`src/rtl/uart_pkg.sv`:
```
// uart_pkg: shared receiver state encoding and default frame timing
package uart_pkg;
  typedef enum logic [2:0] {IDLE, START, DATA, STOP, BREAK_WAIT} uart_state_t;
  localparam int unsigned DEF_CLKS_PER_BIT = 105;
  localparam int DEF_DATA_WIDTH = 8;
endpackage

```
`src/rtl/sync_2ff.sv`:
```
// sync_2ff: two-flop synchroniser for an asynchronous input, resets to 1
module sync_2ff (
  input  logic i_Clock,
  input  logic i_Rst_n,
  input  logic i_Async,
  output logic o_Sync
);
  logic r_meta, r_sync;
  always_ff @(posedge i_Clock or negedge i_Rst_n)
    if (!i_Rst_n) {r_sync, r_meta} <= 2'b11;
    else {r_sync, r_meta} <= {r_meta, i_Async};
  assign o_Sync = r_sync;
endmodule

```
`src/rtl/uart_rx.sv`:
```
// uart_rx: 8N1 LSB-first UART receiver with mid-bit sampling and framing-error strobe
module uart_rx
  import uart_pkg::*;
#(
  parameter int          UART_DATA_WIDTH   = DEF_DATA_WIDTH,
  parameter int          CONFIG_DATA_WIDTH = 32,
  parameter int unsigned CLKS_PER_BIT      = DEF_CLKS_PER_BIT
) (
  input  logic                       i_Clock,
  input  logic                       i_Rst_n,
  input  logic                       i_Rx_Serial,
  output logic                       o_Rx_DV,
  output logic [UART_DATA_WIDTH-1:0] o_Rx_Byte,
  output logic                       o_Rx_Active,
  output logic                       o_Rx_Frame_Err
);
  localparam int IW = $clog2(UART_DATA_WIDTH);
  localparam logic [CONFIG_DATA_WIDTH-1:0] LP_MID = CONFIG_DATA_WIDTH'((CLKS_PER_BIT - 1) / 2);
  localparam logic [CONFIG_DATA_WIDTH-1:0] LP_LAST = CONFIG_DATA_WIDTH'(CLKS_PER_BIT - 1);
  localparam logic [IW-1:0] LP_LAST_IDX = IW'(UART_DATA_WIDTH - 1);

  uart_state_t r_state, w_next;
  logic [CONFIG_DATA_WIDTH-1:0] r_count;
  logic [IW-1:0] r_index;
  logic [UART_DATA_WIDTH-1:0] r_shift, r_byte;
  logic r_dv, r_err, r_active;
  logic w_rx_s, w_mid, w_last;

  sync_2ff u_sync (
    .i_Clock(i_Clock),
    .i_Rst_n(i_Rst_n),
    .i_Async(i_Rx_Serial),
    .o_Sync (w_rx_s)
  );

  assign w_mid  = r_count == LP_MID;
  assign w_last = r_count == LP_LAST;

  always_comb begin
    w_next = IDLE;
    case (r_state)
      IDLE:       w_next = w_rx_s ? IDLE : START;
      START:      w_next = !w_mid ? START : (w_rx_s ? IDLE : DATA);
      DATA:       w_next = (w_last && r_index == LP_LAST_IDX) ? STOP : DATA;
      STOP:       w_next = !w_last ? STOP : (w_rx_s ? IDLE : BREAK_WAIT);
      BREAK_WAIT: w_next = w_rx_s ? IDLE : BREAK_WAIT;
      default:    w_next = IDLE;
    endcase
  end

  always_ff @(posedge i_Clock or negedge i_Rst_n)
    if (!i_Rst_n) r_state <= IDLE;
    else r_state <= w_next;

  // The stop bit is judged at its midpoint, leaving half a bit to catch a back-to-back start
  always_ff @(posedge i_Clock or negedge i_Rst_n)
    if (!i_Rst_n) begin
      r_count  <= '0;
      r_index  <= '0;
      r_shift  <= '0;
      r_byte   <= '0;
      r_dv     <= 1'b0;
      r_err    <= 1'b0;
      r_active <= 1'b0;
    end else begin
      r_dv     <= 1'b0;
      r_err    <= 1'b0;
      r_active <= w_next != IDLE;
      r_count  <= (w_next != r_state || w_last || r_state inside {IDLE, BREAK_WAIT}) ? '0 : r_count + 1'b1;
      if (r_state == DATA && w_last) begin
        r_shift[r_index] <= w_rx_s;
        r_index          <= (r_index == LP_LAST_IDX) ? '0 : r_index + 1'b1;
      end
      if (r_state == STOP && w_last) begin
        if (w_rx_s) begin
          r_byte <= r_shift;
          r_dv   <= 1'b1;
        end else r_err <= 1'b1;
      end
    end

  assign o_Rx_DV        = r_dv;
  assign o_Rx_Byte      = r_byte;
  assign o_Rx_Active    = r_active;
  assign o_Rx_Frame_Err = r_err;
endmodule

```
`config.mk`:
```
export PLATFORM = sky130hd
export DESIGN_NAME = uart_rx
export DESIGN_NICKNAME = d
export VERILOG_FILES = /design/src/rtl/uart_pkg.sv /design/src/rtl/sync_2ff.sv /design/src/rtl/uart_rx.sv
export SDC_FILE = /design/constraint.sdc
export NUM_CORES = 1
export LEC_CHECK = 0
export BUFFER_PORTS_ARGS = -buffer_cell sky130_fd_sc_hd__buf_2
export CORE_MARGIN = 1.5
export CORE_UTILIZATION = 30
export CTS_BUF_LIST = sky130_fd_sc_hd__clkbuf_8
export DETAILED_ROUTE_END_ITERATION = 10
export GPL_ROUTABILITY_DRIVEN = 0
export PLACE_DENSITY = 0.54
export SYNTH_ARGS = -nofsm -noshare
export SYNTH_HDL_FRONTEND = slang
export SYNTH_HIERARCHICAL = 1
export SYNTH_SLANG_ARGS = --single-unit
```
`constraint.sdc`:
```
create_clock -name i_Clock -period 2.05 [get_ports i_Clock]
set_input_delay 0.1025 -clock i_Clock [delete_from_list [all_inputs] [get_ports i_Clock]]
set_output_delay 0.1025 -clock i_Clock [all_outputs]
set_load 0.05 [all_outputs]
```
=== Word level (Yosys, flattened, before mapping) ===
Cells that the tools add are included.
Widths: inputs -> output; s select.

* Bits in registers: 59
* Bits in latches: 0
* RAM bits: 0
* Memory bits (read-only): 0
* Memories kept: 0

* Add/subtract/negate cells: 2
* Multipliers: 0
* Div/mod/pow operators: 0
* $lt $le $gt $ge: 2
* Eq/ne operators: 8
* Shifts and indexed selects: 0
* Muxes and demuxes: 16
* Bitwise gates (word level): 0
* Reduce and logical (&&, ||, !) cells: 10

{| class="wikitable"
|+ Operators by type and width
! cell !! number
|-
| $add 32x1->32 const B || 1
|-
| $eq 32x6->1 const B || 1
|-
| $eq 32x7->1 const B || 1
|-
| $mux 32 || 1
|-
| $pmux 3 s5 || 1
|-
| $mux 3 || 3
|-
| $bwmux 8 || 1
|-
| $mux 1 || 7
|-
| $eq 3x2->1 const B || 2
|-
| $eq 3x3->1 const B || 2
|-
| $logic_and 1x1->1 || 4
|-
| $lt 3x4->1 const B || 1
|-
| $mux 2 || 2
|-
| $add 3x1->3 const B || 1
|-
| $demux 1 s3 || 1
|-
| $eq 3x1->1 const B || 1
|-
| $ge 3x1->1 const B || 1
|-
| $logic_not 3->1 || 1
|-
| $ne 3x3->1 || 1
|-
| $reduce_bool 3->1 || 1
|-
| $logic_or 1x1->1 || 2
|-
| $reduce_and 2->1 || 1
|-
| $reduce_bool 2->1 || 1
|}

=== Longest topological paths before layout ===
* Depth in word-level cells: 8
* Gate-level depth with buffers: 8

=== Hierarchy ===
Netlist, hierarchy kept.

{| class="wikitable"
|+ By module, submodules not included
! module !! times used !! cells an instance !! area each (µm²) !! seq. area each (µm²)
|-
| uart_rx || 1 || 268 || 2894.0 || 1426.4
|-
| sync_2ff || 1 || 2 || 52.6 || 52.6
|}

=== Least setup slack after synthesis ===
Ideal clock, no wire load.

* Kind: register to register
* Start point: reg r_count[0]
* End point: reg r_shift[1]
* Library setup time: 128 ps
* Arrival time: 1955 ps
* Data required time: 1922 ps
* Slack: -32 ps
* Cell stages (with the launch flop): 8
* Path buffers: 0
* Period minus slack after synthesis: 2082 ps
* Path through: dfrtp_1 -> inv_1 -> ha_1 -> nor4b_2 -> nand4_2 -> nor4b_4 -> nor4b_1 -> mux2_1

* Cells in the longest elaborated chain, start to end: 2

{| class="wikitable"
|+ RTL lines
! what !! line !! source
|-
| start: declaration || uart_rx.sv:23 || <nowiki>logic [CONFIG_DATA_WIDTH-1:0] r_count;</nowiki>
|-
| start signal: assignment || uart_rx.sv:69 || <nowiki>r_count <= (w_next != r_state || w_last || r_state inside {IDLE, BREAK_WAIT}) ? '0 : r_count + 1'b1;</nowiki>
|-
| $eq 32x7->1 || uart_rx.sv:37 || <nowiki>assign w_last = r_count == LP_LAST;</nowiki>
|-
| $logic_and 1x1->1 || uart_rx.sv:70 || <nowiki>if (r_state == DATA && w_last) begin</nowiki>
|-
| end signal: indexed assignment || uart_rx.sv:71 || <nowiki>r_shift[r_index] <= w_rx_s;</nowiki>
|-
| end: declaration || uart_rx.sv:25 || <nowiki>logic [UART_DATA_WIDTH-1:0] r_shift, r_byte;</nowiki>
|}

Every way passes these cells.
A chain may end at the register's enable or synchronous reset.

=== Final worst setup path ===
* Start point: reg r_count[0]
* End point: reg r_active (netlist: o_Rx_Active)

* Cells in the longest elaborated chain, start to end: 5
* Elaborated cells between the ends (all ways): 8

{| class="wikitable"
|+ RTL lines
! what !! line !! source
|-
| $eq 32x7->1 || uart_rx.sv:37 ||
|-
| $logic_and 1x1->1 || uart_rx.sv:44 || <nowiki>DATA: w_next = (w_last && r_index == LP_LAST_IDX) ? STOP : DATA;</nowiki>
|-
| $mux 1 || uart_rx.sv:44 ||
|-
| $pmux 3 s5 (*) || uart_rx.sv:41 || <nowiki>case (r_state)</nowiki>
|-
| $reduce_bool 3->1 (*) || uart_rx.sv:68 || <nowiki>r_active <= w_next != IDLE;</nowiki>
|-
| end signal: assignment || uart_rx.sv:64 || <nowiki>r_active <= 1'b0;</nowiki>
|-
| end signal: assignment || uart_rx.sv:68 ||
|-
| end: declaration || uart_rx.sv:26 || <nowiki>logic r_dv, r_err, r_active;</nowiki>
|}

Mark *: on every way between the ends. The rest lies on a longest branch, timed or not.

==> results.cfg <==
[sta]
skew_ps = 9.58
fin_crit_sh_pct = 99.0
hold_viol_final = 0
fin_crit_ps = 2030
finalSetupTns_ps = 0
rsz0062_at_grt = true
finalMaxSlewViolations = 0
worstMarginPinSlew_ps = 520
slew_headroom_pct = 65.1
setup_violations = 0
hold_ws_ps = 291
fmax_mhz = 493

[layout]
antenna_cells = 0
drive_gt1_share_pct = 33.5
nets = 345
area_growth_pct = 30.1

[drt]
drc = 0
first_pass_iters = 4
wirelength_um = 6200
drt_iter0_drc = 73
ant_nets = 0
vias = 2244
wl_per_cell_um = 13.1
vias_per_cell = 4.75

[yosys]
yosysTopAreaCell = dfrtp_1
synth_edf_count = 0
synth-seq-cells = 59
ys_async_sr_fraction_pct = 100
synthTopCellsByArea = dfrtp_1 48%, xor2_1 5.9%, mux2_2 5.0%
yosysTopAreaCellShare_pct = 48.4
synthFlopType = dfrtp_1
ys.warnings.count = 6
syn-mean-instance-area_sq_um = 10.9
synth_area_sq_um = 2950
syn_nets = 277
yosysUniqueCellTypes = 53
yosysSeqAreaShare_pct = 50.2
synth_cells = 270

[global_routing]
grt_pass1_wl_um = 10700
antenna_found_initial = 0
grt_pass1_vias = 2229
grt-ovfl-total = 0
grt_max_degree = 60
grt.total_usage_pct = 13.4

[power_and_ir_drop]
power_density_nw_per_um2 = 630
peakVddDrop_mv = 0.314
leakage_nw = 1.87

[setup_path]
critPathLaunch = r_count[0]$_DFF_PN0_
worstPathRequired_ps = 2310
timing.rr.start = r_count[0]$_DFF_PN0_
slowest_delay_ps = 450
path_depth = 8
endpoint_kind = register
timing.rr.end = o_Rx_Active$_DFF_PN0_
critPathMaxFanout = 3
start_kind = register
r2r_cells = 8
path_buf_inv = 2
path_class = reg2reg
crit_arrival_ps = 2290
crit_family = compound AO/OA/AOI/OAI gates
regToRegSetupSlack_ps = 20
path_cells = inv_1, ha_1, nor4b_4, nand4_2, buf_6, o41a_2, a311o_1, o2111ai_2
cpMaxStageDelayCell = o41a_2

[floorplanning]
ios = 14
start_util_pct = 31.4
die_area_sq_um = 10400
rows = 35
die_h_um = 102
core_area_sq_um = 9370
dieWidth_um = 102

[clock_network]
clk_pin_slew_worst_paths_ps = 70
h-tree-depth = 3
numCtsBuffers = 9
insertion_delay_ps = 350
cts_tree = yes
cts_root_buf = clkbuf_8
cts.sinks = 59
cts_buffer_depth = 2

[place]
io_buffers = 13
dp_hpwl_um = 4280

[hold_path]
hold_path.class = in2async

[status]
outcome = finished, final reports clean

[job]
maxCapViolCount = 0
## timing repair
action / 4_1_cts / 5_1_grt
endpoints found under the setup margin: 18 / 23
buffers inserted: 1 / 2
pin swaps: 4 / 0
endpoints found under the hold margin: 58 / 0
hold buffers: 2 / 0
gates resized for setup: 6 / 6
## where the power goes
part	internal (mW)	switching (mW)	total (mW)
clock network	0.746	0.463	1.21
registers	1.17	0.000803	1.17
logic	0.0101	0.0278	0.0379
## area by class of cell
cell class                      instances  area, sq um
Tap cell                              129          161
Sequential cell                        59         1480
Clock buffer                           11          151
Inverter                                8         30.0
Fill cell                             926         5540
Multi-Input combinational cell        194         1440
Clock inverter                          5         77.6
Timing Repair Buffer                   66          492
## through the flow
stage | std cells | total power, mW | instance area (sq um) | setup WS, ps | util, %
finish | 472 | 2.42 | 3830 | 20.7 | 40.9
global route | 472 | 2.52 | 3830 | -116 | 40.9
CTS | 470 | 2.46 | 3800 | -10.5 | 40.5
detailed placement | 451 | 1.23 | 3500 | -92.2 | 37.4
global placement | 451 | 1.23 | 3500 | -63.5 | 37.4
floorplan | 270 | 1.19 | 2950 | 11.5 | -
## per-layer routing
metal | routed length [um] | vias to the layer above | track usage, % | part of all wire [%]
li1 | - | 1119 | - | -
met3 | 128 | 12 | 2.74 | 2.1
met1 | 3100 | 1092 | 17.8 | 50
met5 | 0 | - | 0 | 0
met4 | 169 | 0 | 7.90 | 2.7
met2 | 2800 | 21 | 20.1 | 45
## cell families (layout without fill, tap and decap cells)
family,after synthesis,count (layout),synth area share (%)
AOI/OAI and AO/OA,29,29,6.96
xor gates and xnor gates,24,24,7.13
adders and majority gates,4,4,1.70
buffers and inverters,17,90,2.63
DFF,59,59,50.2
muxes,17,17,6.50
and+or+nand+nor,120,120,24.9
## flip-flops by register name, summed over array words and instances (netlist names)
| signal | cells |
|---|---|
| o_Rx_DV | 1 |
| r_state | 3 |
| r_shift | 8 |
| r_count | 32 |
| r_index | 3 |
| u_sync/o_Sync | 1 |
| u_sync/r_meta | 1 |
| o_Rx_Active | 1 |
| o_Rx_Frame_Err | 1 |
| o_Rx_Byte | 8 |
## synth_stat cells, drive strengths merged (2+ instances only)
library cell / n
a211oi: 5
a21oi: 5
and2: 3
and3: 5
and4: 8
buf: 4
clkbuf: 5
dfrtp: 57
dfstp: 2
ha: 4
inv: 8
mux2: 17
nand2: 15
nand3: 20
nand4: 11
nand4b: 2
nor2: 33
nor2b: 2
nor3: 2
nor3b: 2
nor4: 5
nor4b: 3
o211ai: 2
o21ai: 8
or3: 3
or4: 3
xnor2: 4
xor2: 20
## worst register-to-register path: cells and delay by family, from the launching register on
kind	cells	cell delay, ps
simple gates	2	360
compound gates	3	830
flops	1	380
buf+inv	2	230
fa+ha+maj	1	140
## layout by cell type, fill, tap and decap left out, drive strengths merged, types with 2 or more instances in the layout
cell,netlist,layout
nor2,33,33
nor4b,3,3
and4,8,8
clkinv,0,2
nand3,20,20
ha,4,4
nor3,2,2
or3,3,3
mux2,17,17
xnor2,4,4
nand4b,2,2
clkbuf,5,11
a21oi,5,5
and2,3,3
and3,5,5
nor2b,2,2
a211oi,5,5
nand2,15,15
nor4,5,5
nor3b,2,2
o21ai,8,8
bufinv,0,2
inv,8,9
or4,3,3
o211ai,2,2
xor2,20,20
buf,4,64
dfrtp,57,57
dfstp,2,2
nand4,11,11
dlygate4sd3,0,2
## worst max-delay path by stage
stage                                   to  slack (ps)
floorplan           r_shift[1]$_DFFE_PN0P_          10
global placement    r_shift[1]$_DFFE_PN0P_         -60
detailed placement  r_shift[1]$_DFFE_PN0P_         -90
CTS                  o_Rx_Active$_DFF_PN0_         -10
global route        r_shift[1]$_DFFE_PN0P_        -120
finish               o_Rx_Active$_DFF_PN0_          20
Power figures use the tool's default switching activity.
